## config.mk

```make
export PLATFORM = sky130hd
export DESIGN_NAME = bus_arbiter
export DESIGN_NICKNAME = d
export VERILOG_FILES = /design/src/rtl/bus_arbiter.sv
export SDC_FILE = /design/constraint.sdc
export NUM_CORES = 1
export LEC_CHECK = 0
export CAP_MARGIN = 20
export CELL_PAD_IN_SITES_DETAIL_PLACEMENT = 1
export CELL_PAD_IN_SITES_GLOBAL_PLACEMENT = 1
export CORE_UTILIZATION = 22
export DETAILED_ROUTE_END_ITERATION = 12
export PLACE_DENSITY_LB_ADDON = 0.1
export SYNTH_ARGS = -nofsm -noshare
export SYNTH_HDL_FRONTEND = slang
export SYNTH_SLANG_ARGS = --single-unit
```

## constraint.sdc

```tcl
create_clock -name clk -period 5.4 [get_ports clk]
set_input_delay 1.08 -clock clk [delete_from_list [all_inputs] [get_ports clk]]
set_output_delay 1.08 -clock clk [all_outputs]
set_load 0.005 [all_outputs]
```

## src/rtl/bus_arbiter.sv

```systemverilog
// Two-master round-robin bus arbiter: muxes the granted master onto the shared bus,
// returns completion only to that master and aborts grants that exceed TIMEOUT cycles.
module bus_arbiter #(
  parameter int SLAVE_LEN = 2,
  parameter int ADDR_LEN  = 12,
  parameter int DATA_LEN  = 8,
  parameter int TIMEOUT   = 255
) (
  input  logic                 clk,
  input  logic                 reset,
  input  logic [1:0]           m1_instruction,
  input  logic [SLAVE_LEN-1:0] m1_slave_select,
  input  logic [ADDR_LEN-1:0]  m1_address,
  input  logic [DATA_LEN-1:0]  m1_data_out,
  output logic                 m1_trans_done,
  output logic                 m1_timeout,
  input  logic [1:0]           m2_instruction,
  input  logic [SLAVE_LEN-1:0] m2_slave_select,
  input  logic [ADDR_LEN-1:0]  m2_address,
  input  logic [DATA_LEN-1:0]  m2_data_out,
  output logic                 m2_trans_done,
  output logic                 m2_timeout,
  output logic [DATA_LEN-1:0]  m_data_in,
  output logic [1:0]           bus_instruction,
  output logic [SLAVE_LEN-1:0] bus_slave_select,
  output logic [ADDR_LEN-1:0]  bus_address,
  output logic [DATA_LEN-1:0]  bus_data_out,
  input  logic [DATA_LEN-1:0]  bus_data_in,
  input  logic                 trans_done,
  output logic [1:0]           grant,
  output logic                 bus_busy
);

  localparam int CNT_W = $clog2(TIMEOUT + 1);
  localparam logic [CNT_W-1:0] CNT_LAST = CNT_W'(TIMEOUT - 1);

  typedef enum logic [1:0] {
    IDLE     = 2'd0,
    GRANT_M1 = 2'd1,
    GRANT_M2 = 2'd2
  } state_e;

  state_e           state_q, state_d;
  logic             last_grant_q, last_grant_d;  // 0 = M1 was last, 1 = M2 was last
  logic [CNT_W-1:0] cnt_q, cnt_d;
  logic             req1, req2;
  logic             done_ok;

  assign req1      = m1_instruction[1];
  assign req2      = m2_instruction[1];
  assign m_data_in = bus_data_in;
  assign bus_busy  = |grant;
  // A completion seen in the same cycle reset is asserted must not reach a master.
  assign done_ok   = trans_done && !reset;

  always_ff @(posedge clk) begin
    if (reset) begin
      state_q      <= IDLE;
      last_grant_q <= 1'b1;
      cnt_q        <= '0;
    end else begin
      state_q      <= state_d;
      last_grant_q <= last_grant_d;
      cnt_q        <= cnt_d;
    end
  end

  always_comb begin
    state_d          = state_q;
    last_grant_d     = last_grant_q;
    cnt_d            = cnt_q;
    grant            = 2'b00;
    bus_instruction  = 2'b00;
    bus_slave_select = '0;
    bus_address      = '0;
    bus_data_out     = '0;
    m1_trans_done    = 1'b0;
    m1_timeout       = 1'b0;
    m2_trans_done    = 1'b0;
    m2_timeout       = 1'b0;

    unique case (state_q)
      IDLE: begin
        // On contention the master that did not hold the bus last wins.
        if (req1 && (!req2 || last_grant_q)) begin
          state_d      = GRANT_M1;
          last_grant_d = 1'b0;
          cnt_d        = '0;
        end else if (req2) begin
          state_d      = GRANT_M2;
          last_grant_d = 1'b1;
          cnt_d        = '0;
        end
      end

      GRANT_M1: begin
        grant            = 2'b01;
        bus_instruction  = m1_instruction;
        bus_slave_select = m1_slave_select;
        bus_address      = m1_address;
        bus_data_out     = m1_data_out;
        if (done_ok) begin
          m1_trans_done = 1'b1;
          state_d       = IDLE;
        end else if (cnt_q == CNT_LAST) begin
          m1_trans_done   = !reset;
          m1_timeout      = !reset;
          bus_instruction = 2'b00;
          state_d         = IDLE;
        end else begin
          cnt_d = cnt_q + 1'b1;
        end
      end

      GRANT_M2: begin
        grant            = 2'b10;
        bus_instruction  = m2_instruction;
        bus_slave_select = m2_slave_select;
        bus_address      = m2_address;
        bus_data_out     = m2_data_out;
        if (done_ok) begin
          m2_trans_done = 1'b1;
          state_d       = IDLE;
        end else if (cnt_q == CNT_LAST) begin
          m2_trans_done   = !reset;
          m2_timeout      = !reset;
          bus_instruction = 2'b00;
          state_d         = IDLE;
        end else begin
          cnt_d = cnt_q + 1'b1;
        end
      end

      default: begin
        state_d = IDLE;
      end
    endcase
  end

endmodule

```

==> flow_metrics.tcl, run 1 <==
set metrics [dict create \
    placed_cell_area_mm2 0.00194 \
    netSwitchingPower_uw 123 \
    cts.repair.resized 0 \
    worst_ir_drop_vdd_mv 0.126 \
    cts_setup_buffers 0 \
    finalHoldViolCount 0 \
    worst_ep_arrival_time_ns 2.86 \
    postSynth.asyncResetShare 0 \
    design_area_mm2 0.00198 \
    synth_edf_count 0 \
    ratio_of_cells_with_drive_above_1_in_the_final_layout 0.0586 \
    grt_overflow_total 0 \
    grt_start_max_net_pins 32 \
    clock_latency_ns 0.24 \
    tightest_slew_margin_relative_to_the_limit 0.334 \
    htree_levels 1 \
    grt.total_usage 0.164 \
    cts_inserted_buffers 3 \
    initial_core_util 0.236 \
    setup_violations 0 \
    tritoncts "done" \
    mappedNetlistNets 220 \
    yosys-top-cells-area "dfxtp_1 (19%), a22oi_1 (16%), nor2_1 (9.2%)" \
    cts_hold_buf 0 \
    hpwlAfterDp_um 3710 \
    yosysWarningCount 0 \
    synth_top_cell_area_share 0.193 \
    clk_path_buf_depth 2 \
    cellLeakagePower_nw 0.653 \
    die_y_um 74.1 \
    sequential_cell_area_um2 220 \
    dr_total_vias 1433 \
    syn-instance-count 155 \
    routabilityCongestion 0.825 \
    finalSetupTns_ns 0 \
    cts.root.buffer_cell "clkbuf_8" \
    ys_top_cells_by_count "nor2_1 (28), a22oi_1 (24), dfxtp_1 (11)" \
    num_rows 25 \
    cts.reportedPaths.clkPinSlew_ns 0.05 \
    number_of_global_route_vias_before_repair 1475 \
    firstDrtPassIters 4 \
    result_of_the_run "finished, final reports clean" \
    yosysTopAreaCell "dfxtp_1" \
    fp.dieW_um 74.1 \
    syn-cell-area_mm2 0.00114 \
    route.detailed.vias_per_inst 4.96 \
    setup_skew_ns 0.00339 \
    drt.antenna.violating_nets 0 \
    period_share 0.729 \
    clkPwrFrac 0.235 \
    placed_insts 285 \
    ioPinCount 98 \
    drt-total-wl_um 4770 \
    area_delta_synth_final_pct 73.3 \
    timing_max_transition_violations_final 0 \
    min-delay-path-class "reg2reg" \
    worstSetupEndpointType "primary output" \
    yosys_register_bits 11 \
    pwr-share-seq 0.251 \
    p_per_area_mw_per_mm2 179 \
    first_pass_grt_wire_length_um 6980 \
    crit_fanout 16 \
    p_int_uw 231 \
    ys_seq_area_frac 0.193 \
    die_area_mm2 0.00549 \
    drtIter0Drc 38 \
    clock_sink_count 11 \
    synth_cell_type_count 38 \
    worst_setup_path_start_kind "primary input" \
    power.share.combinational 0.514 \
    crit_required_ns 4.32 \
    buffer_ports.inserted 81 \
    post-route-drc-count 0 \
    tightestPinTransition_ns 0.999 \
    power_switching_share 0.347 \
    multi_input_logic_area_um2 800 \
    detail_route.wl_per_cell_um 16.5 \
    worst-r2r-setup-slack_ns 3.42 \
    final.fill_count 580 \
    insertedDiodeCount 0 \
    num-nets-final 288 \
    rsz0062_at_grt "false" \
    initial_antenna_violation_count 0 \
    final.min_clock_period_ns 3.94 \
    max_cap_violations 0 \
    floorplan.core_area_mm2 0.00485 \
    achievable-frequency_mhz 254 \
    path_type_of_the_worst_setup_path "in2out" \
    post_synth.cell_area_avg_um2 7.38 \
    ys_dominant_reg_cell "dfxtp_1" \
    finish.cell_count_without_fillers 289 \
    dominant_cell_by_count_in_the_synthesized_netlist "nor2_1" \
    total_power_uw 354 \
]
==> placed cells by master, fill, tap and decap left out, types with 2 or more instances in the layout <==
cell             count
a21oi_1              6
a211o_1              2
inv_1                3
nand2b_1             3
nor3b_1              2
dfxtp_1             11
nor2_1              28
or3_1                2
nand3_1              2
o21ai_1              4
nand2_1              9
and3_1               3
nor4b_1              2
a31oi_1              5
ha_1                 6
o21ai_0              2
a22oi_1             24
nor3_1               4
clkdlybuf4s50_1     81
nor2b_1              2
clkbuf_8             3
==> cell families after synthesis <==
| logic type | after synthesis | synth area share |
|---|---|---|
| AND/OR/NAND/NOR | 64 | 0.289 |
| AO/OA/AOI/OAI | 50 | 0.336 |
| buffers and inverters | 23 | 0.108 |
| flip-flops | 11 | 0.193 |
| adder cells (fa/ha/maj) | 6 | 0.0656 |
| multiplexers | 1 | 0.00875 |
==> power groups by stage <==
stage | Sequential, mW | Combinational [mW] | Clock, mW
floorplan | 0.0896 | 0.0994 | 0
global placement | 0.0904 | 0.179 | 0
detailed placement | 0.0907 | 0.183 | 0
CTS | 0.0890 | 0.185 | 0.0859
global route | 0.0895 | 0.198 | 0.0905
finish | 0.0889 | 0.182 | 0.0831
==> routing by layer <==
metal / share of wire / vias to the layer above / global-route usage
met1: 0.38 / 702 / 0.176
li1: - / 694 / -
met5: 0 / - / 0
met3: 0.038 / 6 / 0.0285
met4: 0.0088 / 0 / 0.0406
met2: 0.57 / 31 / 0.327
==> layout make-up <==
class | instances | area share
Sequential cell | 11 | 0.111
Timing Repair Buffer | 82 | 0.413
Tap cell | 67 | 0.0423
Multi-Input combinational cell | 121 | 0.403
Inverter | 4 | 0.00758
Clock buffer | 4 | 0.0227
==> flip-flops by register name (all words and copies together) (netlist names) <==
name,cells
state_q,2
last_grant_q,1
cnt_q,8
==> path summary, 6_finish.rpt <==
check | from | end | cells past startpoint
hold / removal | cnt_q[7] | cnt_q[7] | 1
setup / recovery | reset | bus_instruction[0] | 6
hold reg to reg | cnt_q[7] | cnt_q[7] | 1
setup reg to reg | state_q[1] | cnt_q[1] | 6
==> metrics by stage <==
step	setup slack, ns	utilization	hold slack [ns]
floorplan	2.64	-	0.431
global placement	1.45	0.399	0.459
detailed placement	1.45	0.399	0.467
CTS	1.44	0.409	0.475
global route	1.32	0.409	0.515
finish	1.46	0.409	0.472
==> worst max-delay path: stages <==
cell             delay, ns
clkdlybuf4s50_1       0.40
buf_4                 0.20
nor2b_1               0.32
nor2_1                0.12
nor3_1                0.19
clkdlybuf4s50_1       0.54
Note: power is estimated with default switching activity, not from simulation.
==> inputs of run 2 (changes only) <==
- CORE_UTILIZATION: 22 -> 20
- clock period: 5.4 -> 3.85 ns (I/O delays scaled with it)
==> run 2 against run 1 <==
Final area is 1.1% higher. Clock power grew 43%. Global-route usage about the same. Cell count grew 2.4%. Die area increased by 9.7%. First-iteration DRC count fell by 24%. Hold slack worse by 0.0044 ns. Sequential share of layout area decreased by 0.12 points. Non-clock buffer count up 2. Critical path type unchanged. Largest cell class unchanged.
==> flow_metrics.tcl, run 2 (synthesis results as in run 1) <==
set metrics [dict create \
    htree_levels 1 \
    num-nets-final 290 \
    max_flop_register "cnt_q" \
    worst_ir_drop_vdd_mv 0.278 \
    clk_path_buf_depth 2 \
    drtIter0Drc 29 \
    final_common_cell "clkdlybuf4s50_1" \
    routabilityCongestion 0.751 \
    final.min_clock_period_ns 3.34 \
    cts_hold_buf 0 \
    tightestPinTransition_ns 0.941 \
    final.fill_count 679 \
    drt.antenna.violating_nets 0 \
    timing_max_transition_violations_final 0 \
    buffer_ports.inserted 81 \
    clock_sink_count 11 \
    die_area_mm2 0.00602 \
    crit_required_ns 3.08 \
    design_area_mm2 0.00200 \
    dr_total_vias 1461 \
    firstDrtPassIters 4 \
    number_of_global_route_vias_before_repair 1539 \
    worst_ep_arrival_time_ns 2.57 \
    finalHoldViolCount 0 \
    total_power_uw 506 \
    setup_skew_ns 0.00574 \
    insertedDiodeCount 0 \
    setup_violations 0 \
    post-route-drc-count 0 \
    final_cell_mix "clkdlybuf4s50_1 (81), nor2_1 (28), a22oi_1 (24)" \
    hold-path-cell-count 1 \
    ioPinCount 98 \
    fp.dieW_um 77.6 \
    tritoncts "done" \
    holdPathEnd "cnt_q[7]" \
    num_rows 27 \
    clock_latency_ns 0.24 \
    grt_overflow_total 0 \
    result_of_the_run "finished, final reports clean" \
    max_cap_violations 0 \
    die_y_um 77.6 \
    fin_worst_hold_slack_ns 0.468 \
    placed_insts 292 \
    tightest_slew_margin_relative_to_the_limit 0.373 \
    achievable-frequency_mhz 299 \
    path_type_of_the_worst_setup_path "in2out" \
    r2r_cell_count 6 \
    period_share 0.868 \
    drt-total-wl_um 5030 \
    grt_start_max_net_pins 32 \
    worstSetupEndpointType "primary output" \
    rsz0062_at_grt "false" \
    finish.cell_count_without_fillers 296 \
    route.detailed.vias_per_inst 4.94 \
    cts_inserted_buffers 3 \
    detail_route.wl_per_cell_um 17.0 \
    initial_antenna_violation_count 0 \
    cts.repair.resized 0 \
    cellLeakagePower_nw 0.663 \
    endpoint_of_the_most_critical_register_to_register_path "cnt_q[1]" \
    hold_path_startpoint "cnt_q[7]" \
    placed_cell_area_mm2 0.00196 \
    reg_top3 "cnt_q (8), state_q (2), last_grant_q (1)" \
    crit_fanout 5 \
    worst-r2r-setup-slack_ns 1.83 \
    area_delta_synth_final_pct 75.2 \
    regToRegStartpoint "state_q[0]" \
    initial_core_util 0.208 \
    finalSetupTns_ns 0 \
    first_pass_grt_wire_length_um 7780 \
    cts_setup_buffers 0 \
    min-delay-path-class "reg2reg" \
    ratio_of_cells_with_drive_above_1_in_the_final_layout 0.0670 \
    cts.reportedPaths.clkPinSlew_ns 0.05 \
    grt.total_usage 0.165 \
    cts.root.buffer_cell "clkbuf_8" \
    floorplan.core_area_mm2 0.00551 \
    p_per_area_mw_per_mm2 253 \
    largest_reg_flops 8 \
    hpwlAfterDp_um 3950 \
    worst_setup_path_start_kind "primary input" \
]
## run 2: changes by cell type in the layout (fill, tap and decap cells not counted)
| cell | before | now |
|---|---|---|
| buf_4 | 1 | 3 |
## run 2: power by group
| part | switching [mW] | internal, mW | total [mW] | leakage [nW] |
|---|---|---|---|---|
| Sequential | 0.00519 | 0.120 | 0.125 | 0.0893 |
| Combinational | 0.127 | 0.135 | 0.262 | 0.551 |
| Clock | 0.0462 | 0.0729 | 0.119 | 0.0228 |
## run 2: how the worst max path moves through the flow
stage	cells past startpoint	to	start
2_1_floorplan	6	bus_address[0]	state_q[0]
5_1_grt	5	bus_instruction[1]	trans_done
4_1_cts	5	bus_instruction[1]	trans_done
3_5_place_dp	5	bus_instruction[1]	trans_done
6_report	5	bus_instruction[1]	trans_done
3_3_place_gp	5	bus_instruction[1]	trans_done
## run 2: layer usage
layer / vias up / global-route usage / part of all wire
met5: - / 0 / 0
met4: 0 / 0.0509 / 0.020
met3: 8 / 0.0329 / 0.048
met2: 55 / 0.330 / 0.54
met1: 701 / 0.167 / 0.39
li1: 697 / - / -
## run 2: final cells by class
class	count	area [um2]	share of cell area
tap	72	90.1	0.0450
multi-input combinational	121	800	0.399
timing repair buffer	84	833	0.416
clock buffer	4	45.0	0.0225
sequential	11	220	0.110
inverter	4	15.0	0.00750
## run 2: worst max-delay path, stage by stage
cell and delay [ns]:
clkdlybuf4s50_1 0.55, nor2b_1 0.37, nor2_1 0.13, nor3_1 0.20
clkdlybuf4s50_1 0.54
## run 2: stage by stage
stage	worst slack, ns	util
2_1_floorplan	1.58	-
3_3_place_gp	0.559	0.356
3_5_place_dp	0.512	0.356
4_1_cts	0.505	0.364
5_1_grt	0.398	0.364
6_report	0.510	0.364
==> inputs of run 3 (changes only) <==
- clock period: 3.85 -> 3.4 ns (I/O delays scaled with it)
==> run 3 against run 2 <==
Non-clock buffer count rose by 1. Global-route usage shrank 0.22 points. Routed wire length is 1.3% lower. Flip-flop and latch count did not move. Utilization up 0.14 points. Sequential share of layout area hardly changed. Combinational power grew 13%. Hold slack better by 0.032 ns. Clock-buffer cell count stayed put. Critical path depth stayed put. Critical endpoint is now bus_instruction[0].
==> flow_metrics.tcl, run 3 (synthesis results as in run 1) <==
set metrics [dict create \
    cellLeakagePower_nw 0.668 \
    period_share 0.864 \
    final.fill_count 670 \
    buffer_ports.inserted 81 \
    firstDrtPassIters 6 \
    hold-path-cell-count 1 \
    clock_sink_count 11 \
    grt.total_usage 0.162 \
    crit_required_ns 2.72 \
    holdPathEnd "cnt_q[7]" \
    grt_overflow_total 0 \
    final_cell_mix "clkdlybuf4s50_1 (81), nor2_1 (28), a22oi_1 (24)" \
    insertedDiodeCount 0 \
    timing_max_transition_violations_final 0 \
    reg_top3 "cnt_q (8), state_q (2), last_grant_q (1)" \
    detail_route.wl_per_cell_um 16.7 \
    achievable-frequency_mhz 340 \
    worst_setup_path_start_kind "primary input" \
    finalSetupTns_ns 0 \
    cts.repair.resized 0 \
    ratio_of_cells_with_drive_above_1_in_the_final_layout 0.0711 \
    tritoncts "done" \
    drt-total-wl_um 4960 \
    clock_latency_ns 0.24 \
    cts.reportedPaths.clkPinSlew_ns 0.05 \
    setup_skew_ns 0.00104 \
    endpoint_of_the_most_critical_register_to_register_path "cnt_q[1]" \
    p_per_area_mw_per_mm2 284 \
    r2r_cell_count 6 \
    routabilityCongestion 0.765 \
    floorplan.core_area_mm2 0.00551 \
    final_common_cell "clkdlybuf4s50_1" \
    tightestPinTransition_ns 0.583 \
    cts.root.buffer_cell "clkbuf_8" \
    initial_core_util 0.208 \
    worstPathCellList "clkdlybuf4s50_1 -> nor2b_1 -> nor2_1 -> nor3_1 -> clkdlybuf4s50_1" \
    initial_antenna_violation_count 0 \
    hpwlAfterDp_um 3990 \
    num-nets-final 291 \
    clk_path_buf_depth 2 \
    htree_levels 1 \
    placement.setup.worst_slack_ns 0.464 \
    timing.critical_path.max_delay_family "buffers and inverters" \
    area_delta_synth_final_pct 75.8 \
    max_cap_violations 0 \
    cp.buffers_inverters 2 \
    number_of_global_route_vias_before_repair 1537 \
    rsz0062_at_grt "false" \
    grt_start_max_net_pins 32 \
    min-delay-path-class "reg2reg" \
    worstSetupEndpointType "primary output" \
    worst_ep_arrival_time_ns 2.26 \
    crit_path_top_delay_cell "clkdlybuf4s50_1" \
    cts_setup_buffers 0 \
    path_type_of_the_worst_setup_path "in2out" \
    regToRegStartpoint "state_q[1]" \
    setup_violations 0 \
    timing.final.ws_setup_ns 0.463 \
    largest_reg_flops 8 \
    ioPinCount 98 \
    slowest_delay_ns 0.55 \
    cts_hold_buf 0 \
    hold_path_startpoint "cnt_q[7]" \
    fp.dieW_um 77.6 \
    result_of_the_run "finished, final reports clean" \
    cts_inserted_buffers 3 \
    drtIter0Drc 25 \
    drt.antenna.violating_nets 0 \
    max_flop_register "cnt_q" \
    worst-r2r-setup-slack_ns 1.33 \
    first_pass_grt_wire_length_um 7670 \
    die_area_mm2 0.00602 \
    crit_fanout 7 \
    critPathMostFrequentCell "clkdlybuf4s50_1" \
    route.detailed.vias_per_inst 4.89 \
    tightest_slew_margin_relative_to_the_limit 0.610 \
    final.min_clock_period_ns 2.94 \
    finalHoldViolCount 0 \
    num_rows 27 \
    post-route-drc-count 0 \
    die_y_um 77.6 \
    worst_ir_drop_vdd_mv 0.238 \
    dr_total_vias 1451 \
]
-- run 3: cell count changes in the layout (fill, tap and decap cells not counted), sizes merged --
cell  delta
buf      +1
-- run 3: where the power goes --
part	switching (mW)	leakage, nW	internal (mW)
combinational	0.144	0.556	0.153
sequential	0.00580	0.0893	0.135
clock	0.0515	0.0228	0.0826
total	0.201	0.668	0.371
-- run 3: routing by layer --
layer	track usage	share of wire	routed length (um)	vias up
met3	0.0400	0.051	251	4
met5	0	0	0	-
li1	-	-	-	702
met1	0.146	0.36	1800	700
met2	0.350	0.58	2850	45
met4	0.0358	0.010	50	0
-- run 3: layout make-up --
cell class / count / area [um2] / share of cell area
flip-flops and latches: 11 / 220 / 0.110
clock buffers: 4 / 45.0 / 0.0224
well taps: 72 / 90.1 / 0.0448
repair buffers: 85 / 841 / 0.418
multi-input cells: 121 / 800 / 0.398
inverters: 4 / 15.0 / 0.00747
-- run 3: worst max-delay path by stage --
| stage | endpoint | slack (ns) | from | cells after the start |
|---|---|---|---|---|
| final | bus_instruction[0] | 0.46 | reset | 5 |
| after global routing | bus_instruction[1] | 0.39 | reset | 5 |
| after CTS | bus_instruction[0] | 0.46 | reset | 5 |
| after detailed placement | bus_instruction[0] | 0.46 | reset | 5 |
| after global placement | bus_instruction[1] | 0.49 | reset | 5 |
| after floorplan | bus_address[0] | 1.22 | state_q[0] | 6 |
-- run 3: through the flow --
| stage | total power [mW] | instances | util | area (um2) | hold slack, ns |
|---|---|---|---|---|---|
| final | 0.572 | 297 | 0.365 | 2010 | 0.500 |
| after global placement | 0.436 | 293 | 0.357 | 1970 | 0.453 |
| after CTS | 0.581 | 297 | 0.365 | 2010 | 0.499 |
| after detailed placement | 0.444 | 293 | 0.357 | 1970 | 0.484 |
| after floorplan | 0.300 | 155 | - | 1140 | 0.431 |
| after global routing | 0.612 | 297 | 0.365 | 2010 | 0.515 |
-- run 3: worst register-to-register path, cell delays in order, from the launching register on --
cell and delay, ns:
dfxtp_1 0.37, inv_1 0.08, ha_1 0.40, inv_2 0.28
a211oi_2 0.43, o21a_2 0.25, mux2i_1 0.18
